[src/rtl/fp32_mult_seq.sv]
// fp32_mult_seq: multi-cycle IEEE-754 single-precision multiplier.
// Operands are latched on start, multiplied by a shift-add datapath that
// consumes BITS_PER_CYCLE multiplier bits per cycle, then normalised and
// rounded to nearest-even. Denormal inputs are flushed to zero, and
// underflowing results are flushed to zero. Latency is fixed at M+3 cycles.
module fp32_mult_seq #(
    parameter int unsigned BITS_PER_CYCLE = 1
) (
    input  logic        clk,
    input  logic        reset,
    input  logic        start,
    input  logic [31:0] a,
    input  logic [31:0] b,
    output logic        busy,
    output logic        done,
    output logic [31:0] result,
    output logic        ovf,
    output logic        unf,
    output logic        nan
);

    localparam int unsigned M = 24 / BITS_PER_CYCLE;

    typedef enum logic [2:0] {IDLE, UNPACK, MUL, NORM, ROUND} state_t;
    typedef enum logic [1:0] {SP_NONE, SP_NAN, SP_INF, SP_ZERO} special_t;

    state_t          state, state_nxt;
    logic [4:0]      cnt;
    logic [31:0]     a_r, b_r;
    logic            sign_r;
    logic signed [9:0] exp_r;
    logic [47:0]     mcand_r;
    logic [23:0]     mplier_r;
    logic [47:0]     prod_r;
    logic [22:0]     mant_r;
    logic            guard_r, sticky_r;
    special_t        special_r;

    // unpack-stage decode
    logic [7:0]      ea_u, eb_u;
    logic [22:0]     fa_u, fb_u;
    logic            a_nan, b_nan, a_inf, b_inf, a_zero, b_zero;
    special_t        special_u;

    // shift-add step
    logic [47:0]     partial;

    // rounding stage
    logic            inc;
    logic [23:0]     mant_inc;
    logic signed [9:0] exp_fin;
    logic [31:0]     res_nxt;
    logic            ovf_nxt, unf_nxt, nan_nxt;

    assign busy = (state != IDLE);

    // State register
    always_ff @(posedge clk or posedge reset) begin
        if (reset) state <= IDLE;
        else       state <= state_nxt;
    end

    // Next-state logic
    always_comb begin
        state_nxt = state;
        case (state)
            IDLE:    if (start) state_nxt = UNPACK;
            UNPACK:  state_nxt = MUL;
            MUL:     if (cnt == 5'(M - 1)) state_nxt = NORM;
            NORM:    state_nxt = ROUND;
            ROUND:   state_nxt = IDLE;
            default: state_nxt = IDLE;
        endcase
    end

    // Operand field decode and special-case classification
    always_comb begin
        ea_u   = a_r[30:23];
        eb_u   = b_r[30:23];
        fa_u   = a_r[22:0];
        fb_u   = b_r[22:0];
        a_nan  = (&ea_u) && (|fa_u);
        b_nan  = (&eb_u) && (|fb_u);
        a_inf  = (&ea_u) && !(|fa_u);
        b_inf  = (&eb_u) && !(|fb_u);
        a_zero = (ea_u == 8'h00);
        b_zero = (eb_u == 8'h00);
        special_u = SP_NONE;
        if (a_nan || b_nan || (a_inf && b_zero) || (b_inf && a_zero))
            special_u = SP_NAN;
        else if (a_inf || b_inf)
            special_u = SP_INF;
        else if (a_zero || b_zero)
            special_u = SP_ZERO;
    end

    // Sum of the multiplicand copies selected by this cycle's multiplier bits
    always_comb begin
        logic [23:0] mb;
        partial = '0;
        mb      = '0;
        for (int unsigned i = 0; i < BITS_PER_CYCLE; i++) begin
            mb = mplier_r >> i;
            if (mb[0]) partial = partial + (mcand_r << i);
        end
    end

    // Round to nearest-even, final exponent range check and special override
    always_comb begin
        inc      = guard_r & (sticky_r | mant_r[0]);
        mant_inc = {1'b0, mant_r} + {23'b0, inc};
        exp_fin  = exp_r + $signed({9'b0, mant_inc[23]});
        res_nxt  = {sign_r, exp_fin[7:0], mant_inc[22:0]};
        ovf_nxt  = 1'b0;
        unf_nxt  = 1'b0;
        nan_nxt  = 1'b0;
        case (special_r)
            SP_NAN: begin
                res_nxt = 32'h7FC0_0000;
                nan_nxt = 1'b1;
            end
            SP_INF:  res_nxt = {sign_r, 8'hFF, 23'h0};
            SP_ZERO: res_nxt = {sign_r, 31'h0};
            default: begin
                if (exp_fin >= 10'sd255) begin
                    res_nxt = {sign_r, 8'hFF, 23'h0};
                    ovf_nxt = 1'b1;
                end else if (exp_fin <= 10'sd0) begin
                    res_nxt = {sign_r, 31'h0};
                    unf_nxt = 1'b1;
                end
            end
        endcase
    end

    // Datapath registers and registered outputs
    always_ff @(posedge clk or posedge reset) begin
        if (reset) begin
            cnt       <= '0;
            a_r       <= '0;
            b_r       <= '0;
            sign_r    <= 1'b0;
            exp_r     <= '0;
            mcand_r   <= '0;
            mplier_r  <= '0;
            prod_r    <= '0;
            mant_r    <= '0;
            guard_r   <= 1'b0;
            sticky_r  <= 1'b0;
            special_r <= SP_NONE;
            done      <= 1'b0;
            result    <= '0;
            ovf       <= 1'b0;
            unf       <= 1'b0;
            nan       <= 1'b0;
        end else begin
            done <= 1'b0;
            case (state)
                IDLE: begin
                    if (start) begin
                        a_r <= a;
                        b_r <= b;
                    end
                end
                UNPACK: begin
                    sign_r    <= a_r[31] ^ b_r[31];
                    exp_r     <= $signed({2'b00, ea_u}) + $signed({2'b00, eb_u}) - 10'sd127;
                    mcand_r   <= {24'b0, (a_zero ? 24'h0 : {1'b1, fa_u})};
                    mplier_r  <= b_zero ? 24'h0 : {1'b1, fb_u};
                    prod_r    <= '0;
                    special_r <= special_u;
                    cnt       <= '0;
                end
                MUL: begin
                    prod_r   <= prod_r + partial;
                    mcand_r  <= mcand_r << BITS_PER_CYCLE;
                    mplier_r <= mplier_r >> BITS_PER_CYCLE;
                    cnt      <= cnt + 5'd1;
                end
                NORM: begin
                    if (prod_r[47]) begin
                        mant_r   <= prod_r[46:24];
                        guard_r  <= prod_r[23];
                        sticky_r <= |prod_r[22:0];
                        exp_r    <= exp_r + 10'sd1;
                    end else begin
                        mant_r   <= prod_r[45:23];
                        guard_r  <= prod_r[22];
                        sticky_r <= |prod_r[21:0];
                    end
                end
                ROUND: begin
                    result <= res_nxt;
                    ovf    <= ovf_nxt;
                    unf    <= unf_nxt;
                    nan    <= nan_nxt;
                    done   <= 1'b1;
                end
                default: ;
            endcase
        end
    end

endmodule

[config.mk]
export PLATFORM = sky130hd
export DESIGN_NAME = fp32_mult_seq
export DESIGN_NICKNAME = d
export VERILOG_FILES = /design/src/rtl/fp32_mult_seq.sv
export SDC_FILE = /design/constraint.sdc
export NUM_CORES = 1
export LEC_CHECK = 0
export CORE_ASPECT_RATIO = 0.75
export CORE_MARGIN = 5
export CORE_UTILIZATION = 30
export CTS_BUF_LIST = sky130_fd_sc_hd__clkbuf_4
export DETAILED_ROUTE_END_ITERATION = 8
export MAX_ROUTING_LAYER = met4
export PLACE_DENSITY_LB_ADDON = 0.25
export SYNTH_ARGS = -nofsm -noshare
export SYNTH_HDL_FRONTEND = slang
export SYNTH_SLANG_ARGS = --single-unit
[constraint.sdc]
create_clock -name clk -period 12.8 [get_ports clk]
set_input_delay 2.56 -clock clk [delete_from_list [all_inputs] [get_ports clk]]
set_output_delay 2.56 -clock clk [all_outputs]
set_load 0.02 [all_outputs]
==> Word-level counts from Yosys, hierarchy flattened <==
Index checks and enable logic that the tools add are counted.
{ "classes": {"n_addsub": 7, "magnitude_cmp": 2, "eq_ne": 11, "n_mux": 28, "bitwise_logic": 3, "reduce_logical": 29} }
{ "ops": {"columns": ["operator", "count"], "rows": [
  ["48-bit one-hot mux with 2 select lines", 2],
  ["32-bit one-hot mux with 3 select lines", 1],
  ["23-bit OR reduction", 3],
  ["31-bit two-way mux", 2],
  ["48-bit adder", 1],
  ["24-bit two-way mux", 2],
  ["48-bit two-way mux", 1],
  ["24-bit one-hot mux with 2 select lines", 1],
  ["23-bit by 1-bit adder with 24-bit output", 1],
  ["23-bit two-way mux", 1],
  ["22-bit OR reduction", 1],
  ["10-bit one-hot mux with 2 select lines", 1],
  ["8-bit logical NOT", 2],
  ["8-bit AND reduction", 2],
  ["3-bit one-hot mux with 4 select lines", 1],
  ["10-bit by 2-bit adder with 10-bit output", 1],
  ["10-bit by 2-bit adder with 10-bit output, second input constant", 1],
  ["10-bit by 9-bit greater-or-equal comparator with 1-bit output, second input constant", 1],
  ["10-bit by 1-bit less-or-equal comparator with 1-bit output, second input constant", 1],
  ["10-bit two-way mux", 1],
  ["5-bit one-hot mux with 2 select lines", 1],
  ["9-bit by 7-bit subtractor with 10-bit output, second input constant", 1],
  ["8-bit by 8-bit adder with 9-bit output", 1],
  ["1-bit two-way mux", 9],
  ["other kinds (21)", 41]
]} }
{ "word_totals": {"reg_bits": 266, "input_bits": 67} }

==> Longest topological paths before layout <==
Gate-level depths: netlist (run 1).
{ "logic_depth": {"ltp_word": 8, "mapped_depth": 18, "mapped_depth_nobuf": 17} }

==> Worst setup path after synthesis (run 1) <==
No wires, ideal clock.
{ "synth_timing": {"path_type": "in2reg", "from": "in start", "to": "reg b_r[0]", "setup_ps": 125, "t_arrival_ps": 3881, "required_time_ps": 12675, "path_slack_ps": 8795, "stages": 5, "path_buffers": 2, "path_cell_list": "nand2_1 -> nor3_1 -> buf_2 -> buf_1 -> mux2_2"} }
{ "synth_between": {"elab_chain_cells": 1} }
{ "synth_lines": {"columns": ["element", "line", "rtl"], "rows": [
  ["start, declared", "11", "input logic start,"],
  ["2-bit AND reduction (no line)", null, null],
  ["end signal, assigned", "141", "b_r <= '0;"],
  ["end signal, assigned", "162", "b_r <= b;"],
  ["end, declared", "29", "logic [31:0] a_r, b_r;"]
]} }
No other way between the ends.
A chain may end at the register's enable or synchronous reset.

==> Final worst setup path (run 1) <==
{ "layout_timing": {"from": "reg state[2]", "to": "out busy"} }
{ "layout_between": {"elab_chain_cells": 1} }
{ "layout_lines": {"columns": ["element", "line", "rtl"], "rows": [
  ["start, declared", "27", "state_t state, state_nxt;"],
  ["start signal, assigned", "60", "else state <= state_nxt;"],
  ["3-bit nonzero test", "55", "assign busy = (state != IDLE);"],
  ["end, declared", "14", "output logic busy,"]
]} }
No other way between the ends.

==> results of run 1 <==
[critical path, stage by stage, from the launching register on]
cell and delay [ps]:
dfrtp_1 450, nor2_1 240, nand2_1 150, clkdlybuf4s50_1 560
[registers in the layout (all words and copies together) (netlist names), 5 cells and up]
| name | count |
|---|---|
| a_r | 32 |
| b_r | 32 |
| cnt | 5 |
| exp_r | 10 |
| mant_r | 23 |
| mcand_r | 48 |
| mplier_r | 24 |
| prod_r | 48 |
| result | 32 |
[report_power, final]
group | leakage [µW] | internal [µW] | switching [µW]
clock | 0.000546 | 396 | 370
sequential | 0.00344 | 1120 | 280
combinational | 0.00354 | 591 | 763
total | 0.00753 | 2110 | 1410
[layout by cell type, fill, tap and decap left out, types with 45 or more instances in the layout]
cell type,synthesis,layout
nand2_1,175,175
nor2_1,58,57
clkbuf_4,0,110
ha_1,73,73
dfrtp_1,266,266
mux2_2,60,60
inv_1,82,81
clkdlybuf4s50_1,0,103
and2_1,51,51
a21oi_1,83,83
a222oi_1,45,45
o21ai_0,132,132
[cells in the mapped netlist, drive strengths merged, types with 8 or more instances]
library cell | number | area [µm²]
nand4 | 25 | 162.6
o21ai | 140 | 708.2
a222oi | 45 | 450.4
and2 | 51 | 319.1
a221o | 8 | 80.08
and3 | 13 | 81.33
ha | 73 | 913.4
a21o | 18 | 135.1
clkbuf | 61 | 231.5
xor2 | 37 | 324.1
nand3 | 35 | 175.2
mux2 | 60 | 675.7
nor2 | 58 | 217.7
a22o | 30 | 262.8
xnor2 | 41 | 359.1
o21bai | 14 | 105.1
inv | 82 | 307.8
a31oi | 9 | 56.30
nor3 | 13 | 75.07
nor4 | 16 | 100.1
buf | 16 | 86.33
dfrtp | 266 | 6656
nand2 | 176 | 663.1
mux2i | 24 | 240.2
o211ai | 8 | 65.06
a21oi | 84 | 424.2
[layout make-up]
| class | instances | area share, % |
|---|---|---|
| well taps | 648 | 4.718 |
| flip-flops and latches | 266 | 38.74 |
| inverters | 82 | 1.835 |
| diodes | 2 | 0.02912 |
| repair buffers | 114 | 6.480 |
| multi-input cells | 1063 | 42.79 |
| clock buffers | 110 | 4.806 |
| clock inverters | 20 | 0.6043 |
[path summary, 6_finish.rpt]
path	start	end	cells past startpoint
setup / recovery	state[2]	busy	3
setup reg to reg	mant_r[0]	result[25]	16
max in group asynchronous	reset	prod_r[32]	3
min in group asynchronous	reset	b_r[14]	2
hold / removal	unf	unf	2
hold reg to reg	unf	unf	2
[kinds of logic after synthesis]
group	share of synthesized area [%]
AND/OR/NAND/NOR	13.74
AO/OA/AOI/OAI	18.96
flip-flops	45.51
buffers and inverters	4.345
multiplexers	6.261
XOR/XNOR	4.670
adder cells (fa/ha/maj)	6.518
[per-stage QoR]
step | setup slack, ps | hold slack [ps] | util [%]
after floorplan | 2915 | 444.3 | -
after global placement | 7924 | 466.6 | 33.49
after detailed placement | 7893 | 464.9 | 33.49
after CTS | 8019 | 478.8 | 35.40
after global routing | 7960 | 505.3 | 35.42
final | 8081 | 473.1 | 35.42
[metal layers]
metal  part of all wire [%]  wire length (µm)  global-route usage, %  vias up
li1                       -                 -                      -     5683
met1                     52             19600                  21.59     5584
met2                     41             15350                  19.84      311
met3                    5.6              2133                  2.848       62
met4                    2.0               774                  4.415        0
met5                      0                 0                      -        -
==> impl_metrics.tcl, run 1 <==
set metrics [dict create \
    dp_hpwl_mm 26.28 \
    port_buffers 103 \
    r2r_slack_ps 8800 \
    cts_root_buf "clkbuf_4" \
    die-area_um2 53320 \
    ys_async_sr_fraction_pct 100.0 \
    rsz0062_at_grt "no" \
    p_leak_uw 0.007528 \
    hold_buffers 0 \
    setup_viol_count_final 0 \
    num_vias 11640 \
    drive_gt1_share_pct 12.93 \
    grt_max_degree 136 \
    hold_violations 0 \
    worst_ep_arrival_time_ps 2160 \
    synth.net_count 1631 \
    min_path_type "flop to flop" \
    h-tree-depth 3 \
    fmax_mhz 211.9 \
    wl_per_cell_um 16.42 \
    ant_nets 0 \
    grt_pass1_vias 11675 \
    drtIter0Drc 968 \
    gp_congestion 0.8770 \
    fillers 4981 \
    core_um2 48520 \
    relSlewSlack_pct 14.06 \
    insertion_delay_ps 750 \
    drt-pass1-iter-count 9 \
    antenna_found_initial 1 \
    row_count 70 \
    crit_path_max_fanout 6 \
    clock-sinks 266 \
    dp.cells 2173 \
    p_per_area_nw_per_um2 205.1 \
    tightest_slew_ps 1276 \
    synth_edf_count 0 \
    grt-ovfl-total 0 \
    cts_setup_buffers 0 \
    fin_crit_sh_pct 36.87 \
    skew_ps 61.90 \
    ys_seq_area_share_pct 45.51 \
    startpoint_type "flop" \
    instances_no_fill 2305 \
    multi_input_area_um2 7353 \
    peakVddDrop_mv 0.1512 \
    clk_pin_slew_ps 70 \
    final_nets 1745 \
    start_util_pct 30.15 \
    ios 104 \
    synth.distinct_cells 73 \
    cts_buffer_depth 3 \
    crit_path_end_kind "output pin" \
    period_minus_slack_ps 4719 \
    syn_avg_cell_area_um2 9.824 \
    critPathKind "flop to output pin" \
    area.sequential_um2 6656 \
    grt_usage_pct 14.51 \
    yosysWarnings 0 \
    cts_buffers 76 \
    status "completed" \
    via_per_inst 5.050 \
    crit_required_ps 10240 \
    place_area_um2 16250 \
    cts_tree "yes" \
    drcViolationCount 0 \
    synth.cell_area_um2 14630 \
    total_power_uw 3525 \
    chipWidth_um 265.0 \
    wirelength_mm 37.85 \
    maxSlewViolCount 0 \
    grt_pass1_wl_mm 62.73 \
    syn_inst 1489 \
    die_h_um 201.2 \
    post_cts_resized 0 \
    fin_setup_tns_ps 0 \
    syn_to_final_growth_pct 17.48 \
    synth-seq-cells 266 \
    cap_violations 0 \
    final_cell_area_um2 17180 \
    synthFlopType "dfrtp_1" \
]
Note: power is estimated with default switching activity, not from simulation.
==> run 2: changes to the inputs <==
==> constraint.sdc (replaced) <==
create_clock -name clk -period 4.9 [get_ports clk]
set_input_delay 0.98 -clock clk [delete_from_list [all_inputs] [get_ports clk]]
set_output_delay 0.98 -clock clk [all_outputs]
set_load 0.02 [all_outputs]
==> impl_metrics.tcl, run 2 (synthesis gave the netlist of run 1 again) <==
set metrics [dict create \
    status "completed" \
    drive_gt1_share_pct 12.86 \
    cts_buffer_depth 3 \
    crit_path_max_fanout 6 \
    grt_pass1_vias 11835 \
    period_minus_slack_ps 4066 \
    die-area_um2 53320 \
    multi_input_area_um2 7353 \
    insertion_delay_ps 760 \
    final_common_cell "dfrtp_1" \
    wirelength_mm 38.18 \
    maxSlewViolCount 0 \
    grt_pass1_wl_mm 63.73 \
    largestRegisters "mcand_r: 48 flops, prod_r: 48 flops" \
    tightest_slew_ps 1247 \
    hold_buffers 0 \
    cts_tree "yes" \
    p_int_uw 5605 \
    via_per_inst 5.089 \
    dp_hpwl_mm 26.71 \
    grt_usage_pct 14.77 \
    startpoint_type "flop" \
    antenna_found_initial 2 \
    area.sequential_um2 6656 \
    fillers 4938 \
    clock-sinks 266 \
    start_util_pct 30.15 \
    fmax_mhz 245.9 \
    grt-ovfl-total 0 \
    power_frac_clock_pct 22.2 \
    switching_share_pct 39.83 \
    row_count 70 \
    hold_violations 0 \
    die_h_um 201.2 \
    whs_ps 475.2 \
    core_um2 48520 \
    drtIter0Drc 856 \
    gp_congestion 0.8750 \
    cap_violations 0 \
    wl_per_cell_um 16.61 \
    skew_ps 63.56 \
    seq_power_share_pct 39.6 \
    setup_viol_count_final 0 \
    chipWidth_um 265.0 \
    critPathKind "flop to flop" \
    h-tree-depth 3 \
    ant_nets 0 \
    p_per_area_nw_per_um2 541.1 \
    cts_root_buf "clkbuf_4" \
    post_cts_resized 0 \
    crit_path_end_kind "flop" \
    syn_to_final_growth_pct 17.71 \
    crit_required_ps 5550 \
    worst_ep_arrival_time_ps 4710 \
    cts_setup_buffers 0 \
    peakVddDrop_mv 0.3474 \
    port_buffers 103 \
    fin_setup_tns_ps 0 \
    min_path_type "flop to flop" \
    relSlewSlack_pct 15.99 \
    final_cell_mix "266 x dfrtp_1, 175 x nand2_1, 132 x o21ai_0, 108 x clkbuf_4, 103 x clkdlybuf4s50_1" \
    p_leak_uw 0.007532 \
    final_nets 1744 \
    fin_crit_sh_pct 82.98 \
    comb_power_share_pct 38.3 \
    rsz0062_at_grt "no" \
    drt-pass1-iter-count 9 \
    drcViolationCount 0 \
    ios 104 \
    clk_pin_slew_ps 60 \
    cts_buffers 74 \
    switchingPower_uw 3711 \
    num_vias 11699 \
    grt_max_degree 125 \
]
[run 2: changes by cell type in the layout (fill, tap and decap cells not counted), sizes merged]
cell / before / now
inv: 83 / 81
clkbuf: 110 / 108
clkinv: 16 / 9
bufinv: 0 / 2
buf: 11 / 12
clkinvlp: 3 / 5
[run 2: through the flow]
step                      setup slack [ps]  instance area (µm²)  util, %  power, µW  instances
after global placement                1097                16280    33.55       7221       2174
after global routing                 513.5                17220    35.49      10110       2299
after CTS                            900.2                17210    35.48       9448       2297
final                                833.9                17220    35.49       9317       2299
after detailed placement             967.4                16280    33.55       7302       2174
after floorplan                      408.5                14630        -       6205       1489
[run 2: power by group through the flow]
| stage | Sequential, µW | Combinational (µW) | Clock [µW] |
|---|---|---|---|
| 3_3_place_gp | 3690 | 3530 | 0 |
| 5_1_grt | 3790 | 4040 | 2280 |
| 6_report | 3690 | 3570 | 2070 |
| 3_5_place_dp | 3720 | 3580 | 0 |
| 2_1_floorplan | 3450 | 2750 | 0 |
| 4_1_cts | 3680 | 3610 | 2160 |
[run 2: metal layers]
| layer | track usage [%] | up-vias | wire, µm |
|---|---|---|---|
| li1 | - | 5666 | - |
| met1 | 22.38 | 5668 | 20170 |
| met2 | 19.94 | 313 | 15380 |
| met3 | 3.166 | 52 | 2044 |
| met4 | 3.639 | 0 | 576 |
| met5 | - | - | 0 |
[run 2: worst max-delay path: stages, from the launching register on]
cell and delay, ps:
dfrtp_1 400, o21a_1 200, ha_1 210, and3_1 190
and2_1 190, nand2_1 170, nor2_1 100, and4_1 220
ha_1 210, ha_1 220, xor2_1 240, and3_1 190
nand3_1 80, o41ai_1 570, nand3_1 150, a21oi_1 440
a221o_1 180
[run 2: path summary, 6_finish.rpt]
check	endpoint	slack, ps	startpoint	cells past startpoint
max	result[23]	830	mant_r[0]	16
min	mplier_r[22]	480	mplier_r[23]	2
max reg2reg	result[23]	830	mant_r[0]	16
min reg2reg	mplier_r[22]	480	mplier_r[23]	2
max in group asynchronous	result[29]	2990	reset	3
min in group asynchronous	b_r[15]	760	reset	2
[run 2: final cells by class]
class | instances | area share (%)
diodes | 2 | 0.02907
clock buffers | 108 | 4.709
clock inverters | 15 | 0.7266
inverters | 82 | 1.809
multi-input cells | 1063 | 42.70
flip-flops and latches | 266 | 38.66
well taps | 648 | 4.709
repair buffers | 115 | 6.656
